File: src/rtl/dfc_kernel_driver.sv
// Packs a serial word stream into LANES-wide vectors for a stall-free DFC kernel and
// collects the kernel sink results into a credit-protected output FIFO.
// Optional statistics counters are enabled by defining DFC_KERNEL_DRIVER_STATS_EN.
module dfc_kernel_driver #(
    parameter int unsigned WIDTH      = 16,
    parameter int unsigned LANES      = 6,
    parameter int unsigned LATENCY    = 90,
    parameter int unsigned FIFO_DEPTH = 128
) (
    input  logic                     clock,
    input  logic                     reset,
    input  logic [WIDTH-1:0]         in_data,
    input  logic                     in_valid,
    output logic                     in_ready,
    output logic [LANES*WIDTH-1:0]   kern_src,
    input  logic [WIDTH-1:0]         kern_sink,
    output logic [WIDTH-1:0]         out_data,
    output logic                     out_valid,
    input  logic                     out_ready,
`ifdef DFC_KERNEL_DRIVER_STATS_EN
    output logic [31:0]              stat_issued,
    output logic [31:0]              stat_stall,
`endif
    output logic                     busy
);

    localparam int unsigned IW = (LANES > 1) ? $clog2(LANES) : 1;
    localparam int unsigned AW = (FIFO_DEPTH > 1) ? $clog2(FIFO_DEPTH) : 1;
    localparam int unsigned CW = $clog2(FIFO_DEPTH + 1);
    localparam int unsigned SW = CW + 1;

    logic [IW-1:0]      idx;
    logic [WIDTH-1:0]   pack [LANES];
    logic               full;
    logic [LATENCY-1:0] vpipe;
    logic [CW-1:0]      inflight;
    logic [CW-1:0]      count;
    logic [AW-1:0]      wr_ptr;
    logic [AW-1:0]      rd_ptr;
    logic [WIDTH-1:0]   mem [FIFO_DEPTH];

    logic issue_c;
    logic accept_c;
    logic last_c;
    logic push_c;
    logic pop_c;

    // A vector may only enter the kernel if a FIFO slot is reserved for its result.
    always_comb begin
        issue_c  = full && ((SW'(inflight) + SW'(count)) < SW'(FIFO_DEPTH));
        in_ready = !reset && (!full || issue_c);
        accept_c = in_valid && in_ready;
        last_c   = (idx == IW'(LANES - 1));
        push_c   = vpipe[LATENCY-1];
        pop_c    = out_valid && out_ready;
    end

    assign out_valid = (count != '0);
    assign out_data  = mem[rd_ptr];
    assign busy      = full || (idx != '0) || (inflight != '0) || (count != '0);

    always_ff @(posedge clock) begin
        if (reset) begin
            idx  <= '0;
            full <= 1'b0;
            for (int k = 0; k < int'(LANES); k++) pack[k] <= '0;
        end else begin
            if (accept_c) begin
                pack[idx] <= in_data;
                idx       <= last_c ? '0 : idx + IW'(1);
            end
            if (accept_c && last_c)
                full <= 1'b1;
            else if (issue_c)
                full <= 1'b0;
        end
    end

    // Source vector holds between issues; the valid pipe marks which sink cycles matter.
    always_ff @(posedge clock) begin
        if (reset) begin
            kern_src <= '0;
            vpipe    <= '0;
            inflight <= '0;
        end else begin
            if (issue_c) begin
                for (int k = 0; k < int'(LANES); k++)
                    kern_src[k*WIDTH +: WIDTH] <= pack[k];
            end
            vpipe <= (vpipe << 1) | LATENCY'(issue_c);
            if (issue_c && !push_c)
                inflight <= inflight + CW'(1);
            else if (!issue_c && push_c)
                inflight <= inflight - CW'(1);
        end
    end

    always_ff @(posedge clock) begin
        if (push_c) mem[wr_ptr] <= kern_sink;
    end

    always_ff @(posedge clock) begin
        if (reset) begin
            wr_ptr <= '0;
            rd_ptr <= '0;
            count  <= '0;
        end else begin
            if (push_c) wr_ptr <= wr_ptr + AW'(1);
            if (pop_c)  rd_ptr <= rd_ptr + AW'(1);
            if (push_c && !pop_c)
                count <= count + CW'(1);
            else if (!push_c && pop_c)
                count <= count - CW'(1);
        end
    end

`ifndef SYNTHESIS
    a_no_overflow: assert property (@(posedge clock) disable iff (reset)
        !(push_c && (count == CW'(FIFO_DEPTH))))
        else $error("result FIFO overflow");
`endif

`ifdef DFC_KERNEL_DRIVER_STATS_EN
    always_ff @(posedge clock) begin
        if (reset) begin
            stat_issued <= '0;
            stat_stall  <= '0;
        end else begin
            if (issue_c && (stat_issued != '1))
                stat_issued <= stat_issued + 32'd1;
            if (full && !issue_c && (stat_stall != '1))
                stat_stall <= stat_stall + 32'd1;
        end
    end
`endif

endmodule

File: config.mk
export PLATFORM = sky130hd
export DESIGN_NAME = dfc_kernel_driver
export DESIGN_NICKNAME = d
export VERILOG_FILES = /design/src/rtl/dfc_kernel_driver.sv
export SDC_FILE = /design/constraint.sdc
export NUM_CORES = 2
export LEC_CHECK = 0
export ABC_CLOCK_PERIOD_IN_PS = 4350
export CAP_MARGIN = 40
export CORE_MARGIN = 4
export CORE_UTILIZATION = 40
export CTS_BUF_LIST = sky130_fd_sc_hd__clkbuf_8
export CTS_CLUSTER_SIZE = 10
export DETAILED_ROUTE_END_ITERATION = 16
export GPL_ROUTABILITY_DRIVEN = 1
export GPL_TIMING_DRIVEN = 1
export SLEW_MARGIN = 20
export SYNTH_ARGS = -nofsm -noshare
export SYNTH_HDL_FRONTEND = slang
export SYNTH_SLANG_ARGS = --single-unit
export TNS_END_PERCENT = 50
File: constraint.sdc
create_clock -name clock -period 4.35 [get_ports clock]
set_input_delay 0.435 -clock clock [delete_from_list [all_inputs] [get_ports clock]]
set_output_delay 0.435 -clock clock [all_outputs]
set_load 0.005 [all_outputs]
======== After elaboration in Yosys (flattened, before gate mapping) ========
Memory sizes are Yosys's and may differ from the RTL's. A register that Yosys moved wholly into a read port is not among the register bits.
Cells that the tools add are included.
storage, ports and cells
  ROM bits ................................ 0
  latch bits .............................. 0
  register bits ........................... 124
  RAM bits ................................ 2,144
  memories kept ........................... 2
  logic and storage cells ................. 64
  output and inout bits ................... 115
operators by class
  reduce and logical (&&, ||, !) cells .... 25
  divide/modulo/power cells ............... 0
  mux-type cells .......................... 19
  magnitude comparators ................... 1
  equality and inequality tests ........... 1
  bitwise operators ....................... 1
  shifts and indexed selects .............. 0
  multiply operators ...................... 0
  add/sub/neg operators ................... 8
memories
  memory  words  bits a word  read ports  clocked after Yosys merged registers in  wr ports  line  RTL
  mem     128    16           1           1                                        1         40    logic [WIDTH-1:0] mem [FIFO_DEPTH];
  pack    6      16           6           6                                        6         33    logic [WIDTH-1:0] pack [LANES];
operators by type and width
  cell                                                                           count
  90-bit by 1-bit bitwise OR with 90-bit output                                  1
  8-bit 2-to-1 mux                                                               4
  8-bit by 1-bit adder with 8-bit output (second input constant)                 2
  16-bit 2-to-1 mux                                                              1
  8-bit nonzero test                                                             2
  16-bit OR reduction                                                            1
  8-bit by 1-bit subtractor with 8-bit output (second input constant)            2
  7-bit by 1-bit adder with 7-bit output (second input constant)                 2
  7-bit 2-to-1 mux                                                               2
  1-bit 2-to-1 mux                                                               10
  8-bit by 8-bit adder with 9-bit output                                         1
  1-bit logical AND                                                              9
  9-bit by 8-bit less-than comparator with 1-bit output (second input constant)  1
  3-bit 2-to-1 mux                                                               2
  2-bit nonzero test                                                             3
  1-bit logical NOT                                                              5
  1-bit logical OR                                                               4
  3-bit by 1-bit adder with 3-bit output (second input constant)                 1
  3-bit equality test (second input constant)                                    1
  3-bit nonzero test                                                             1

======== Logic depth before layout (Yosys ltp) ========
  depth after elaboration ................. 11
  gate-level depth with buffers ........... 15
  depth with buffers taken out ............ 13

======== Worst setup path after synthesis ========
No wires, ideal clock.
  kind .................................... flip-flop to flip-flop
  start point ............................. register inflight[1]
  end point ............................... register inflight[6]
  data arrival time ....................... 3.392 ns
  buffers on the path ..................... 2
  stages on the path, launching flop included .. 16
  clock period less this slack ............ 3.474 ns
  setup time .............................. 0.082 ns
  setup slack ............................. 0.876 ns
  path through ............................ dfxtp_1 -> ha_1 -> a31o_2 -> a21o_1 -> a21o_1 -> a211oi_1 -> buf_2 -> buf_2 -> ha_1 -> inv_1 -> fa_1 -> a21o_1 -> a21oi_1 -> o21ai_0 -> a211o_1 -> o221ai_1
between the ends
  word-level cells in the longest chain between the ends .. 6
  elaborated cells between the ends (all ways) .. 11
  those cells by class .................... 3 x add/sub; 1 x order compare; 2 x mux; 5 x reduce/logical
RTL lines
  item                                                       line  RTL
  start: declaration                                         36    logic [CW-1:0] inflight;
  start signal: assignment                                   92    inflight <= inflight + CW'(1);
  start signal: assignment                                   94    inflight <= inflight - CW'(1);
  8-bit by 8-bit adder with 9-bit output (*)                 50    issue_c = full && ((SW'(inflight) + SW'(count)) < SW'(FIFO_DEPTH));
  9-bit by 8-bit less-than comparator with 1-bit output (*)  50
  1-bit logical AND (*)                                      50
  named net issue_c                                          42    logic issue_c;
  1-bit logical NOT                                          93    else if (!issue_c && push_c)
  1-bit logical AND                                          93
  2-bit nonzero test (no line)                               --
Mark *: on every way through the listed nets, which the timed path passes. The rest lies on a longest branch. The select of a mux whose other input is x is not followed.
A chain may end at the register's enable or synchronous reset.

==> flow_summary_export.csv <==
group,metric,value,unit
final_layout,design_area,108000,µm²
floorplan,die_height,485,µm
drt,wl,241000,µm
min_path,whs_path_depth,2,
clocking,cts.path.max_buffers,4,
place,place_congestion,0.833,
clocking,cts_buffers,402,
min_path,min_path_type,"input port to flip-flop",
sta,fmax,228,MHz
drt,num_vias,48900,
critical_path,start_kind,"flip-flop",
run,drv_cap,0,
final_layout,fin_nets,5631,
drt,wl_per_cell,27.2,µm
synthesis,ys_warn_count,0,
pwr,report.power.total,51600,µW
synthesis,postSynth.asyncResetShare,0,
synthesis,yosysTopAreaCell,"edfxtp_1",
critical_path,r2r_cells,9,
sta,period_minus_slack,4.39,ns
floorplan,num_io_pins,151,
critical_path,r2r_slack,0.88,ns
sta,setup_viol,2,
synthesis,synth.cell_area,91100,µm²
drt,drc,0,
critical_path,critPathKind,"flip-flop to output pin",
sta,fin_worst_skew,0.119,ns
critical_path,critPathRequiredTime,3.91,ns
pwr,switching_share,0.254,
sta,tightest_slew,1.01,ns
drt,drt_iter0_drc,5001,
pwr,clockPowerShare,0.345,
floorplan,die_area,235000,µm²
drt,postRouteAntennaNets,0,
sta,period_share,1.01,
sta,fin_ws,-0.0402,ns
floorplan,core_area,226000,µm²
drt,first_pass_iters,5,
floorplan,initial_core_util,0.404,
final_layout,layout-drive-gt1-share,0.248,
synthesis,synth_seq_cells,2371,
synthesis,syn_nets,4921,
synthesis,ys_top_cells_by_area,"edfxtp_1 (71%), mux4_2 (8.3%), mux2i_1 (5.4%), dfxtp_1 (5.0%), a22oi_1 (1.7%)",
clocking,clkTransAtPathRegs,0.06,ns
critical_path,cp_max_fo,8,
synthesis,synth-edff-count,2144,
synthesis,synth_most_common_cell,"edfxtp_1",
place,dp_hpwl,143000,µm
synthesis,synthFlopType,"edfxtp_1",
floorplan,fp.dieW,485,µm
floorplan,num_rows,174,
grt,grt_util_all_layers,0.202,
sta,relSlewSlack,0.327,
synthesis,postSynthCellCount,4860,
min_path,hold_path_end,"pack[3][0]",
pwr,p_comb_frac,0.170,
place,dpl_cell_area,98200,µm²
pwr,power_density,478,nW/µm²
pwr,p_seq_frac,0.485,
grt,grt_max_degree,213,
critical_path,rr_startpoint,"count[1]",
drt,routed_via_density,5.53,
grt,grt_pass1_vias,49200,
critical_path,reg2reg_to,"kern_src[10]",
pwr,max-vdd-ir-drop,260,µV
outcome,violations,"negative setup slack",
min_path,hp-start,"in_data[0]",
sta,final_hold_viol_count,0,
place,placed_cells_incl_taps,8038,
final_layout,utilization,0.478,
synthesis,ys_types,56,
clocking,h-tree-depth,5,
grt,antenna_found_initial,6,
sta,rsz0062_at_grt,"yes",
synthesis,postSynthAreaPerCell,18.7,µm²
synthesis,ys_seq_area_frac,0.756,
synthesis,yosys.area.top_type_share,0.707,
final_layout,fin_cells,8851,
pwr,switchingPower,13100,µW
clocking,cts_tree,"done",
pwr,intPower,38500,µW
critical_path,end_kind,"output pin",
clocking,clk_latency,1.11,ns
clocking,cts_num_sinks,2371,
critical_path,critPathArrivalTime,3.96,ns
grt,grt_overflow,0,
synthesis,synth_commonest_cells,"edfxtp_1 (2144), mux2i_1 (490), mux4_2 (336), dfxtp_1 (227), a22oi_1 (207)",
clocking,ctsRootBufferMaster,"clkbuf_8",
place,portBuffers,150,
sta,drv_slew,0,
pwr,p_leak,0.0343,µW
grt,grt_pass1_wl,349000,µm
outcome,outcome,"finished, violations left",
final_layout,syn2layout_area_growth,18.4,%
-- power groups by stage --
| stage | logic, µW | registers [µW] | clock network [µW] |
|---|---|---|---|
| 2_1_floorplan | 4480 | 25400 | 0 |
| 3_3_place_gp | 7020 | 25500 | 0 |
| 3_5_place_dp | 7100 | 25500 | 0 |
| 4_1_cts | 8670 | 25000 | 18200 |
| 5_1_grt | 9280 | 25000 | 19300 |
| 6_report | 8790 | 25000 | 17800 |
-- worst max-delay path by stage --
stage / from / to / slack [ns] / cells after the start
after floorplan: inflight[1] / inflight[6] / 0.88 / 15
after global placement: flip-flop / out_data[12] / -0.76 / 9
after CTS: flip-flop / out_data[10] / -0.16 / 10
after global routing: flip-flop / out_data[14] / -0.14 / 10
final: flip-flop / out_data[14] / -0.04 / 10
after detailed placement: flip-flop / out_data[7] / -0.02 / 9
-- per-stage QoR --
stage	worst slack (ns)	hold slack [ns]	TNS, ns
after floorplan	0.876	0.414	0
after global placement	-0.764	0.420	-4.39
after detailed placement	-0.0154	0.425	-0.0243
after CTS	-0.162	0.000993	-0.793
after global routing	-0.140	0.0499	-0.929
final	-0.0402	0.108	-0.0508
-- final cells by class --
| class | count | area, µm² |
|---|---|---|
| Multi-Input combinational cell | 2162 | 21600 |
| Clock buffer | 424 | 5840 |
| Clock inverter | 268 | 1210 |
| Antenna cell | 1 | 2.50 |
| Fill cell | 18700 | 118000 |
| Timing Repair Buffer | 604 | 6430 |
| Tap cell | 2992 | 3740 |
| Inverter | 29 | 109 |
| Sequential cell | 2371 | 68900 |
-- kinds of logic (layout without fill, tap and decap cells) --
group / Yosys count / after routing / synth area share
flip-flops: 2371 / 2371 / 0.756
AND/OR/NAND/NOR: 886 / 886 / 0.0517
multiplexers: 826 / 826 / 0.137
AO/OA/AOI/OAI: 404 / 404 / 0.0332
buffers and inverters: 327 / 1325 / 0.0161
adder cells (fa/ha/maj): 25 / 25 / 0.00360
XOR/XNOR: 21 / 21 / 0.00202
other: 0 / 1 / 0
-- per-layer routing --
layer,vias up,GRT usage,routed length [µm],share of wire
met4,0,0.0674,7350,0.030
met1,25600,0.291,103000,0.43
met3,360,0.0426,20100,0.084
met2,2014,0.308,111000,0.46
li1,20900,-,-,-
met5,-,0,0,0
-- worst max-delay path, stage by stage (launching register included) --
cell and delay [ns]:
dfxtp_4 0.37, buf_12 0.16, buf_12 0.16, buf_16 0.16, buf_16 0.14, buf_6 0.11
mux4_2 0.51, a221oi_4 0.34, a31oi_4 0.20, or4b_4 0.63, buf_6 0.14
-- state kept, by name, indices dropped and copies added, names as in the netlist, named ones only --
name / count
mem: 2048
kern_src: 96
pack: 96
vpipe: 90
count: 8
inflight: 8
rd_ptr: 7
wr_ptr: 7
idx: 3
full: 1
-- repair_timing --
action                                 CTS  global route
hold buffers                            17             0
setup endpoints to repair               16            12
pin swaps                               69            23
setup buffers                           67            17
cloned                                  16             1
endpoints found under the hold margin  671             0
gates resized for setup                254            23
-- layout by cell type (no fill, tap or decap), types with 13 or more instances in the layout --
cell type,count
nand3_2,15
inv_1,175
a22oi_1,171
ha_1,23
buf_16,32
clkdlybuf4s50_1,117
a21oi_1,52
buf_4,344
a31o_2,16
mux4_2,336
nand2b_1,199
nand2_1,66
dlygate4sd3_1,17
nor2_1,159
and2_1,35
nand4_1,33
edfxtp_1,2144
nor3_1,72
nor2b_1,98
clkinv_1,72
clkbuf_8,425
a22o_1,16
mux2i_1,490
a221oi_1,13
and3_1,16
a221oi_2,17
buf_12,50
nand3_1,128
buf_6,15
clkinv_2,32
a22oi_2,36
dfxtp_1,224
Power figures use the tool's default switching activity.
